### config.mk
export PLATFORM = sky130hd
export DESIGN_NAME = sweep_hold_ctr
export DESIGN_NICKNAME = d
export VERILOG_FILES = /design/src/rtl/and_sweep_checker_hold_ctr.sv
export SDC_FILE = /design/constraint.sdc
export NUM_CORES = 1
export LEC_CHECK = 0
export ABC_AREA = 1
export ABC_CLOCK_PERIOD_IN_PS = 1200
export BUFFER_PORTS_ARGS = -buffer_cell sky130_fd_sc_hd__buf_4
export CORE_AREA = 2 2 39 41
export CTS_CLUSTER_SIZE = 20
export DETAILED_ROUTE_END_ITERATION = 10
export DIE_AREA = 0 0 41 43
export PLACE_DENSITY = 0.3
export SLEW_MARGIN = 25
export SYNTH_ARGS = -nofsm -noshare
export SYNTH_HDL_FRONTEND = slang
export SYNTH_SLANG_ARGS = --single-unit
### constraint.sdc
create_clock -name clk -period 1.2 [get_ports clk]
set_clock_uncertainty 0.15 [all_clocks]
set_input_delay 0.06 -clock clk [delete_from_list [all_inputs] [get_ports clk]]
set_output_delay 0.06 -clock clk [all_outputs]
set_load 0.005 [all_outputs]
### src/rtl/and_sweep_checker_hold_ctr.sv
// Modulo-HOLD up-counter; tc_o flags the last held cycle of the current vector.
module sweep_hold_ctr #(
   parameter int HOLD = 5
) (
   input  logic clk,
   input  logic rst,
   input  logic clr_i,
   input  logic en_i,
   output logic tc_o
);
   localparam int             W    = (HOLD > 1) ? $clog2(HOLD) : 1;
   localparam logic [W-1:0]   LAST = W'(HOLD - 1);

   logic [W-1:0] cnt_q, cnt_d;

   assign tc_o = en_i && (cnt_q == LAST);

   // next count: clear wins, otherwise wrap at LAST while enabled
   always_comb begin
      cnt_d = cnt_q;
      if (clr_i)
         cnt_d = '0;
      else if (en_i)
         cnt_d = (cnt_q == LAST) ? '0 : cnt_q + W'(1);
   end

   // count register
   always_ff @(posedge clk or posedge rst) begin
      if (rst) cnt_q <= '0;
      else     cnt_q <= cnt_d;
   end
endmodule

==> results.tsv <==
metric	value	unit
status	complete, but fails checks	
violations	negative setup slack	
grt_pass1_vias	182	
critical_path.startpoint_type	flop	
worst_slack	-0.0867	ns
detailed_place.area	244	um2
path_class	reg2out	
yosysMostFrequentCell	nand2_1	
yosys_warnings	0	
slew_headroom	88.2	%
fmax	777	MHz
drv_slew	0	
maxCapViolCount	0	
netlist_top_cells_count	nand2_1, inv_1, dfrtp_1	
area_delta_synth_final	85.2	%
busiest_layer	met2	
worstPathArrival	1.08	ns
core_region_area	0.00138	mm2
syn_area_per_cell	7.46	um2
largest_register_ffs	3	
finalHoldViolations	0	
netlist_area	186	um2
dieWidth	41	um
met2_usage	9.06	%
crit_path_end_kind	primary output	
synth_edf_count	0	
yosysTopAreaCell	dfrtp_1	
clockRootBuffer	clkbuf_4	
rsz0062_at_grt	true	
hpwl	297	um
power	371	uW
top_register	cnt_q	
io_pins	5	
fin_crit	1.29	ns
grt_overflow	0	
antenna_found_initial	0	
clk_latency	0.23	ns
track_usage	6.64	%
grt_pass1_wl	690	um
antennaDiodeCount	0	
wl	443	um
tritoncts	built	
path_max_fanout	2	
syn-num-nets	31	
die_h	43	um
drc	0	
p_per_area	1080	mW/mm2
dr.pass1.iters	1	
clkTransAtPathRegs	0.03	ns
netlist.area_leader.share	40.3	%
wl_per_cell	8.05	um
async_flop_share	100	%
numCtsBuffers	3	
finalSetupViolCount	2	
synth_flop_cell	dfrtp_1	
nNetsFinal	46	
yosys_register_bits	3	
vias	181	
grt_max_degree	5	
place.gp.congestion	0.619	
ys_seq_area_share	40.3	%
synth.area.top_cells	dfrtp_1, ha_1, nand2_1	
drive_gt1_share	51.3	%
clk_path_buf_depth	2	
fin_tns_setup	-0.163	ns
fin_crit_sh	107	%
drtIter0Drc	0	
design_area	345	um2
required	0.99	ns
p_leak	0.176	nW
initial_core_util	13.5	%
dieArea	0.00176	mm2
top_regs	cnt_q (3)	
met1_usage	7.12	%
dpl_worst_slack	0.0382	ns
rows	14	
port_buffers	4	
synth_cell_type_count	12	
ant_nets	0	
syn_inst	25	
ir_drop	0.282	mV
htreeDepth	1	
worst_pin_slew	0.175	ns
hp-class	in2reg	
cts.sinks	3	
viasPerCell	3.29	
grt_use_met3	1.57	%
report_power, final:
group	internal, mW	switching [mW]
clock network	0.124	0.0474
registers	0.109	0.00501
logic	0.0476	0.0383
layout by cell type (no fill, tap or decap):
| master | Yosys | layout |
|---|---|---|
| buf_4 | 0 | 7 |
| buf_6 | 0 | 1 |
| clkbuf_1 | 0 | 1 |
| clkbuf_4 | 0 | 3 |
| dfrtp_1 | 3 | 3 |
| dlygate4sd3_1 | 0 | 2 |
| ha_1 | 2 | 1 |
| ha_4 | 0 | 1 |
| inv_1 | 5 | 3 |
| inv_2 | 1 | 3 |
| nand2_1 | 6 | 4 |
| nand2_2 | 1 | 2 |
| nand2_4 | 0 | 1 |
| nand3_1 | 1 | 1 |
| nor2_1 | 2 | 2 |
| nor2_2 | 1 | 1 |
| o21ai_0 | 1 | 1 |
| o21ai_1 | 1 | 1 |
| o22ai_2 | 0 | 1 |
stage by stage:
| stage | instances | util (%) | hold slack (ns) |
|---|---|---|---|
| CTS | 55 | 24.6 | 0.0103 |
| finish | 55 | 25.0 | 0.0233 |
| global route | 55 | 25.0 | 0.0306 |
| detailed placement | 46 | 17.6 | -0.212 |
| floorplan | 25 | - | -0.336 |
| global placement | 46 | 17.6 | -0.206 |
timing repair:
item                                    4_1_cts  5_1_grt
cloned                                        0        0
hold buffers                                  2        0
resized for setup                             8        1
pin swaps                                     3        2
buffers inserted                              3        0
hold endpoints to repair                      5        0
endpoints found under the setup margin        1        3
cell families (layout without fill, tap and decap cells):
family                     count (synthesis)  in the layout  synth area share [%]
DFF                                        3              3                  40.3
AOI/OAI and AO/OA                          3              3                  8.72
and+or+nand+nor                           11             11                  25.5
buffers and inverters                      6             20                  12.1
adders and majority gates                  2              2                  13.4
per-layer routing:
metal	part of all wire, %	up-vias
li1	-	103
met3	7.2	0
met1	42	73
met4	0	0
met5	0	-
met2	51	5
worst max-delay path, cell delays in order (launching register included):
cell,delay (ns)
dfrtp_1,0.38
inv_2,0.09
ha_4,0.13
nand2_2,0.04
nor2_1,0.09
buf_4,0.12
layout make-up:
| class | instances | area [um2] |
|---|---|---|
| multi-input combinational | 16 | 118 |
| fill | 153 | 1040 |
| sequential | 3 | 75.1 |
| inverter | 6 | 22.5 |
| clock buffer | 4 | 26.3 |
| tap | 16 | 20.0 |
| timing repair buffer | 10 | 83.8 |
worst paths after layout:
check	slack, ns	from	depth (start not counted)	endpoint
min in group asynchronous	0.09	rst	3	cnt_q[0]$_DFFE_PP0P_
hold / removal	0.02	clr_i	4	cnt_q[1]$_DFFE_PP0P_
max in group asynchronous	0.68	rst	3	cnt_q[2]$_DFFE_PP0P_
setup reg to reg	-0.08	cnt_q[0]$_DFFE_PP0P_	6	cnt_q[0]$_DFFE_PP0P_
setup / recovery	-0.09	cnt_q[0]$_DFFE_PP0P_	5	tc_o
hold reg to reg	0.47	cnt_q[1]$_DFFE_PP0P_	2	cnt_q[1]$_DFFE_PP0P_
Note: power is estimated with default switching activity, not from simulation.
